**src/rtl/cpu_clk_pkg.sv**
```systemverilog
// -----------------------------------------------------------------------------
// cpu_clk_pkg
// Shared definitions for the CPU clock controller: FSM state type and its
// encodings, plus the default debounce length used by cpu_clk_ctrl and
// btn_sync_edge.
// -----------------------------------------------------------------------------
package cpu_clk_pkg;

    // State encodings are visible on cpu_state, so they are fixed explicitly.
    localparam logic [1:0] ENC_HALT = 2'b00;
    localparam logic [1:0] ENC_RUN  = 2'b01;
    localparam logic [1:0] ENC_STEP = 2'b10;
    localparam logic [1:0] ENC_BRK  = 2'b11;

    typedef enum logic [1:0] {
        ST_HALT = ENC_HALT,
        ST_RUN  = ENC_RUN,
        ST_STEP = ENC_STEP,
        ST_BRK  = ENC_BRK
    } cpu_state_e;

    // Stable clocks the step button needs when debounce is compiled in.
    localparam int DEB_CYCLES_DEF = 16;

endpackage : cpu_clk_pkg

```
**src/rtl/btn_sync_edge.sv**
```systemverilog
// -----------------------------------------------------------------------------
// btn_sync_edge
// Brings the raw single-step button into the clk domain through a two-flop
// synchroniser, optionally debounces it, and emits a one-clk step_ev on each
// rising edge of the resulting level.
//
// Build option: CPU_CLK_DEBOUNCE_EN
//   defined   - level must be stable for DEB_CYCLES clks before it changes.
//   undefined - edge detect acts on the synchronised level (2 clk latency).
//
// Ports:
//   clk      in   system clock
//   rst      in   asynchronous reset, active low
//   btn      in   raw asynchronous button
//   step_ev  out  registered single-cycle rising-edge event
// -----------------------------------------------------------------------------
module btn_sync_edge
    import cpu_clk_pkg::*;
#(
    parameter int DEB_CYCLES = DEB_CYCLES_DEF
) (
    input  logic clk,
    input  logic rst,
    input  logic btn,
    output logic step_ev
);

    logic sync1_r;
    logic sync2_r;
    logic lvl_s;        // level the edge detect currently holds
    logic lvl_next_s;   // level that will be held after this clk
    logic step_ev_r;

    // A debounce length below one clk is meaningless; this named empty block
    // shows up in the elaborated hierarchy when that is configured.
    if (DEB_CYCLES < 1) begin : g_deb_cycles_invalid
    end

    // Two-flop synchroniser for the asynchronous button.
    always_ff @(posedge clk or negedge rst) begin
        if (!rst) begin
            sync1_r <= 1'b0;
            sync2_r <= 1'b0;
        end else begin
            sync1_r <= btn;
            sync2_r <= sync1_r;
        end
    end

`ifdef CPU_CLK_DEBOUNCE_EN
    localparam int CNT_W = $clog2(DEB_CYCLES + 1);

    logic [CNT_W-1:0] deb_cnt_r;
    logic             deb_lvl_r;
    logic             deb_flip_s;

    // The level flips on the DEB_CYCLES-th consecutive clk of disagreement.
    assign deb_flip_s = (sync2_r != deb_lvl_r) &&
                        (deb_cnt_r == CNT_W'(DEB_CYCLES - 1));
    assign lvl_next_s = deb_flip_s ? sync2_r : deb_lvl_r;
    assign lvl_s      = deb_lvl_r;

    // Debounce counter and debounced level.
    always_ff @(posedge clk or negedge rst) begin
        if (!rst) begin
            deb_cnt_r <= '0;
            deb_lvl_r <= 1'b0;
        end else begin
            deb_lvl_r <= lvl_next_s;
            if ((sync2_r == deb_lvl_r) || deb_flip_s) begin
                deb_cnt_r <= '0;
            end else begin
                deb_cnt_r <= deb_cnt_r + CNT_W'(1);
            end
        end
    end
`else
    // The synchroniser's second flop is the level; its input is the next level.
    assign lvl_next_s = sync1_r;
    assign lvl_s      = sync2_r;
`endif

    // Edge detect, registered by computing it from the next level so the
    // event lines up with the level change instead of trailing it.
    always_ff @(posedge clk or negedge rst) begin
        if (!rst) begin
            step_ev_r <= 1'b0;
        end else begin
            step_ev_r <= lvl_next_s & ~lvl_s;
        end
    end

    assign step_ev = step_ev_r;

endmodule : btn_sync_edge

```
**src/rtl/cpu_clk_ctrl.sv**
```systemverilog
// -----------------------------------------------------------------------------
// cpu_clk_ctrl
// Clock-enable generator for a CPU with free-run, single-step and breakpoint
// modes. A free-running divider supplies a selectable tick; the FSM turns
// ticks into one-clk cpu_en pulses and counts them.
//
// Build option: CPU_CLK_DEBOUNCE_EN (debounce of step_btn, see btn_sync_edge).
//
// Ports:
//   clk        in   system clock
//   rst        in   asynchronous reset, active low
//   run_sw     in   level, 1 requests free-run
//   step_btn   in   raw asynchronous single-step button
//   div_sel    in   divider tap select, sampled only in HALT or BRK
//   halt_req   in   breakpoint level from the CPU
//   brk_clr    in   one-clk pulse releasing the breakpoint state
//   clkdiv     out  free-running divider count
//   cpu_en     out  registered one-clk CPU clock enable
//   cpu_state  out  FSM state (HALT=00 RUN=01 STEP=10 BRK=11)
//   cycle_cnt  out  number of cpu_en pulses issued
// -----------------------------------------------------------------------------
module cpu_clk_ctrl
    import cpu_clk_pkg::*;
#(
    parameter int DIV_W      = 32,
    parameter int DEB_CYCLES = DEB_CYCLES_DEF
) (
    input  logic             clk,
    input  logic             rst,
    input  logic             run_sw,
    input  logic             step_btn,
    input  logic [4:0]       div_sel,
    input  logic             halt_req,
    input  logic             brk_clr,
    output logic [DIV_W-1:0] clkdiv,
    output logic             cpu_en,
    output logic [1:0]       cpu_state,
    output logic [31:0]      cycle_cnt
);

    logic [DIV_W-1:0] clkdiv_r;
    logic [4:0]       sel_q_r;
    logic             tap_r;
    logic             tick_s;
    logic             step_ev_s;
    cpu_state_e       state_r;
    logic             cpu_en_r;
    logic [31:0]      cycle_cnt_r;

    btn_sync_edge #(
        .DEB_CYCLES (DEB_CYCLES)
    ) u_btn (
        .clk     (clk),
        .rst     (rst),
        .btn     (step_btn),
        .step_ev (step_ev_s)
    );

    // Free-running divider; wraps naturally at all-ones.
    always_ff @(posedge clk or negedge rst) begin
        if (!rst) begin
            clkdiv_r <= '0;
        end else begin
            clkdiv_r <= clkdiv_r + DIV_W'(1);
        end
    end

    // Tap select is frozen while the CPU is running or stepping so the pulse
    // period cannot change underneath it.
    always_ff @(posedge clk or negedge rst) begin
        if (!rst) begin
            sel_q_r <= 5'd0;
        end else if ((state_r == ST_HALT) || (state_r == ST_BRK)) begin
            sel_q_r <= div_sel;
        end else begin
            sel_q_r <= sel_q_r;
        end
    end

    // Delayed copy of the selected tap for rising-edge detection.
    always_ff @(posedge clk or negedge rst) begin
        if (!rst) begin
            tap_r <= 1'b0;
        end else begin
            tap_r <= clkdiv_r[sel_q_r];
        end
    end

    assign tick_s = clkdiv_r[sel_q_r] & ~tap_r;

    // Run-control FSM with registered cpu_en.
    always_ff @(posedge clk or negedge rst) begin
        if (!rst) begin
            state_r  <= ST_HALT;
            cpu_en_r <= 1'b0;
        end else begin
            cpu_en_r <= 1'b0;
            case (state_r)
                ST_HALT: begin
                    if (step_ev_s) begin
                        state_r <= ST_STEP;
                    end else if (run_sw && !halt_req) begin
                        state_r <= ST_RUN;
                    end else begin
                        state_r <= ST_HALT;
                    end
                end
                ST_RUN: begin
                    // A tick coinciding with leaving RUN is dropped.
                    if (halt_req) begin
                        state_r <= ST_BRK;
                    end else if (!run_sw) begin
                        state_r <= ST_HALT;
                    end else begin
                        state_r  <= ST_RUN;
                        cpu_en_r <= tick_s;
                    end
                end
                ST_STEP: begin
                    // Pulse is issued while still in STEP; leave on the clk
                    // after, so cpu_en is never seen high in HALT.
                    if (cpu_en_r) begin
                        state_r <= ST_HALT;
                    end else if (tick_s) begin
                        state_r  <= ST_STEP;
                        cpu_en_r <= 1'b1;
                    end else begin
                        state_r <= ST_STEP;
                    end
                end
                ST_BRK: begin
                    if (step_ev_s) begin
                        state_r <= ST_STEP;
                    end else if (brk_clr) begin
                        state_r <= ST_HALT;
                    end else begin
                        state_r <= ST_BRK;
                    end
                end
                default: begin
                    state_r <= ST_HALT;
                end
            endcase
        end
    end

    // Count of issued cpu_en pulses; wraps at all-ones.
    always_ff @(posedge clk or negedge rst) begin
        if (!rst) begin
            cycle_cnt_r <= 32'd0;
        end else if (cpu_en_r) begin
            cycle_cnt_r <= cycle_cnt_r + 32'd1;
        end else begin
            cycle_cnt_r <= cycle_cnt_r;
        end
    end

    assign clkdiv    = clkdiv_r;
    assign cpu_en    = cpu_en_r;
    assign cpu_state = state_r;
    assign cycle_cnt = cycle_cnt_r;

endmodule : cpu_clk_ctrl

```
**config.mk**
```make
export PLATFORM = sky130hd
export DESIGN_NAME = cpu_clk_ctrl
export DESIGN_NICKNAME = d
export VERILOG_FILES = /design/src/rtl/cpu_clk_pkg.sv /design/src/rtl/btn_sync_edge.sv /design/src/rtl/cpu_clk_ctrl.sv
export SDC_FILE = /design/constraint.sdc
export NUM_CORES = 1
export LEC_CHECK = 0
export BUFFER_PORTS_ARGS = -buffer_cell sky130_fd_sc_hd__buf_2
export CAP_MARGIN = 0
export CORE_ASPECT_RATIO = 1.2
export CORE_UTILIZATION = 54
export DETAILED_ROUTE_END_ITERATION = 12
export HOLD_SLACK_MARGIN = 0.02
export PLACE_DENSITY = 0.79
export SYNTH_ARGS = -nofsm -noshare
export SYNTH_HDL_FRONTEND = slang
export SYNTH_HIERARCHICAL = 1
export SYNTH_SLANG_ARGS = --single-unit
```
**constraint.sdc**
```tcl
create_clock -name clk -period 2.7 [get_ports clk]
set_input_delay 0.27 -clock clk [delete_from_list [all_inputs] [get_ports clk]]
set_output_delay 0.27 -clock clk [all_outputs]
set_load 0.03 [all_outputs]
```
==> summary.txt <==
Timing
  • Fmax: 475 MHz
  • Final critical-path required period: 2.10 ns
  • Worst Hold Slack: 0.159 ns
  • RSZ-0062 raised after global routing: no
  • Final hold vios: 0
  • Final Cycle Share: 0.779
  • Tightest Pin Transition: 0.753 ns
  • Slew margin rel.: 0.498
  • Slew Viols, Final: 0
  • Total negative setup slack: 0 ns
  • Setup violations, final: 0
  • Worst clock skew: 0.0119 ns

GRT
  • Overall Global Routing Usage: 0.231
  • Vias in the first global route: 2758
  • Antenna violations before repair: 0
  • First-pass GRT wire length: 12900 µm
  • Remaining Overflow, GRT: 0
  • Largest net degree at the start of global routing: 45

Logic synthesis
  • Synth Area in Compound Gates: 0.0314
  • Seq/Total Area, Yosys: 0.519
  • Xor/xnor cell area share of the yosys netlist: 0.146
  • Synth Register Bits: 76
  • EDFF count, synth: 0
  • Synth warn: 6
  • Mapped Area: 0.00367 mm²
  • Fraction of synthesized area in multiplexers: 0.0652
  • Cells after Synth: 325
  • Net Count, Synth: 342
  • Synth Flop Type: dfrtp_1
  • Number of distinct library cells after synthesis: 37
  • Post-Synth Simple-Gate Area: 0.198
  • Post-synth ARST share: 1.00
  • Post-Synth Adder-Cell Area: 0.0205
  • Largest family of logic cells by synthesized area: simple AND/OR/NAND/NOR gates
  • Syn Area/Cell: 11.3 µm²

Clocking
  • Clk sinks: 76
  • CTS-repair resized insts: 0
  • Htree depth: 3
  • Clock root buffer: clkbuf_8
  • Clk slew on worst S/H paths: 0.07 ns
  • Hold buffer count at cts: 2
  • Worst skew pair latency: 0.34 ns
  • CTS Buf Count: 9
  • CTS tree: done
  • Post-CTS Repair Setup Buffers: 0
  • Max Buffers Root-to-Sink: 2

Setup path
  • Crit path max fanout: 8
  • Cell family with most CP delay: simple AND/OR/NAND/NOR gates
  • R2R cell count: 5
  • Crit path capture: cycle_cnt[27]$_DFFE_PN0P_
  • Crit path depth: 5
  • Crit path largest cell delay: 0.52 ns
  • FF-to-FF setup slack: 0.60 ns
  • Worst Path Required: 2.97 ns
  • RR Startpoint: cpu_en$_DFF_PN0_
  • Crit path cell chain: nand4_4, or4_4, or3_1, nor4_4, xor2_1
  • CP Capture Type: flip-flop
  • CP Launch Point: cpu_en$_DFF_PN0_
  • Worst flop-to-flop path endpoint: cycle_cnt[27]$_DFFE_PN0P_
  • Worst Path Class, Setup: reg2reg
  • Slowest cell on crit path: dfrtp_1
  • CP Launch Type: flip-flop
  • Buf/Inv on CP: 0
  • Crit path DAT: 2.37 ns

Floorplan
  • Initial Utilization: 0.565
  • Die Ht: 92.3 µm
  • Die Area: 0.00713 mm²
  • I/O pin cnt: 78
  • Placeable core area: 0.00649 mm²
  • Die Wd: 77.2 µm
  • Row count: 32

Place
  • Routability Congestion: 0.875
  • Buffers added on ports: 77
  • Placed cell count: 482
  • Hpwl dp: 5420 µm

Detailed routing
  • Vias per cell: 5.54
  • Pre-antenna DRT Iters: 4
  • DRT antenna net count: 0
  • Routed WL: 7600 µm
  • Post-route DRC: 0
  • Routed wire per std cell: 15.2 µm
  • Via count: 2772
  • Initial drt markers: 174

Status
  • Status: finished, final reports clean

Finish
  • Number of antenna diodes: 0
  • Final std cells w/o fill: 500
  • Layout area overhead: 19.5%
  • Nets: 427
  • Fraction of layout cells with a size suffix above 1: 0.255
  • Fillers: 497

Pwr
  • Leakage power figure: 2.24 nW
  • Peak supply drop: 0.000373 V
  • PwrDens: 666 mW/mm²

Worst hold path
  • Hold Crit Class: in2reg

Run
  • MaxCap Viol Count: 0
cell families after synthesis:
logic type / Yosys count
adder cells (fa/ha/maj): 6
flip-flops: 76
multiplexers: 23
AO/OA/AOI/OAI: 17
XOR/XNOR: 61
buffers and inverters: 17
AND/OR/NAND/NOR: 125
per-layer routing:
layer	track usage	vias to the layer above	routed length, µm
met3	0.0378	11	442
met1	0.280	1359	3190
met2	0.393	93	3840
met5	0	-	0
li1	-	1309	-
met4	0.119	0	121
cell usage in the layout, fill, tap and decap left out, types with 2 or more instances in the layout:
cell type | netlist | layout
a21oi_1 | 5 | 5
a22o_1 | 2 | 2
a22oi_1 | 3 | 3
and2_1 | 3 | 3
and3_1 | 10 | 10
and4_1 | 5 | 5
buf_2 | 2 | 77
bufinv_16 | 0 | 2
clkbuf_1 | 3 | 2
clkbuf_8 | 0 | 10
dfrtp_1 | 76 | 76
dlygate4sd3_1 | 0 | 2
ha_1 | 6 | 6
inv_1 | 10 | 10
mux2_2 | 7 | 7
mux2i_1 | 16 | 16
nand2_1 | 28 | 28
nand2b_1 | 2 | 2
nand3_1 | 27 | 27
nand4_1 | 13 | 13
nor2_1 | 14 | 14
nor2b_1 | 2 | 2
nor3_1 | 5 | 5
nor4_1 | 5 | 5
nor4_4 | 3 | 3
o21ai_0 | 3 | 3
or3_1 | 3 | 3
xnor2_1 | 44 | 44
xor2_1 | 17 | 17
Yosys cell counts, types with 6 or more instances:
library cell / n / area share
xnor2_1: 44 / 0.11
nor2_1: 14 / 0.014
xor2_1: 17 / 0.041
mux2_2: 7 / 0.021
inv_1: 10 / 0.010
and3_1: 10 / 0.017
nand2_1: 28 / 0.029
nand4_1: 13 / 0.022
mux2i_1: 16 / 0.044
nand3_1: 27 / 0.037
ha_1: 6 / 0.020
dfrtp_1: 76 / 0.52
flip-flops by register name (all words and copies together), names as in the netlist:
| register | flops |
|---|---|
| u_btn/step_ev | 1 |
| clkdiv | 32 |
| cycle_cnt | 32 |
| u_btn/lvl_next_s | 1 |
| u_btn/lvl_s | 1 |
| cpu_en | 1 |
| tap_r | 1 |
| cpu_state | 2 |
| sel_q_r | 5 |
worst register-to-register path: cells and delay by family (launching register included):
| family | cells | cell delay (ns) |
|---|---|---|
| flip-flops | 1 | 0.52 |
| AND/OR/NAND/NOR | 4 | 1.35 |
| XOR/XNOR | 1 | 0.16 |
power breakdown:
| group | internal [mW] | switching, mW | leakage, nW |
|---|---|---|---|
| combinational | 0.295 | 0.346 | 1.11 |
| sequential | 1.22 | 0.108 | 1.02 |
| clock | 0.545 | 0.404 | 0.107 |
| total | 2.06 | 0.858 | 2.24 |
cell type report:
type | count | area [µm²] | share of cell area
sequential | 76 | 1900 | 0.434
multi-input combinational | 232 | 1690 | 0.385
timing repair buffer | 81 | 433 | 0.0987
clock buffer | 12 | 145 | 0.0331
tap | 85 | 106 | 0.0243
clock inverter | 4 | 72.6 | 0.0166
inverter | 10 | 37.5 | 0.00856
through the flow:
step	total power [mW]	instance area, µm²	worst slack (ns)	util
3_5_place_dp	1.98	4150	0.604	0.639
4_1_cts	2.95	4380	0.572	0.676
3_3_place_gp	1.97	4150	0.684	0.639
2_1_floorplan	1.82	3670	0.536	-
6_report	2.92	4380	0.597	0.676
5_1_grt	3.06	4380	0.462	0.676
how the worst min path moves through the flow:
stage | startpoint | endpoint | slack, ns | cells after the start
finish | div_sel[2] | sel_q_r[2]$_DFFE_PN0P_ | 0.16 | 2
global route | div_sel[2] | sel_q_r[2]$_DFFE_PN0P_ | 0.15 | 2
CTS | div_sel[2] | sel_q_r[2]$_DFFE_PN0P_ | 0.14 | 2
detailed placement | u_btn/lvl_next_s$_DFF_PN0_ | u_btn/lvl_s$_DFF_PN0_ | 0.37 | 0
global placement | rst | cycle_cnt[30]$_DFFE_PN0P_ | 0.36 | 1
floorplan | rst | clkdiv[0]$_DFF_PN0_ | -0.03 | 0
(Power assumes the default switching activity.)
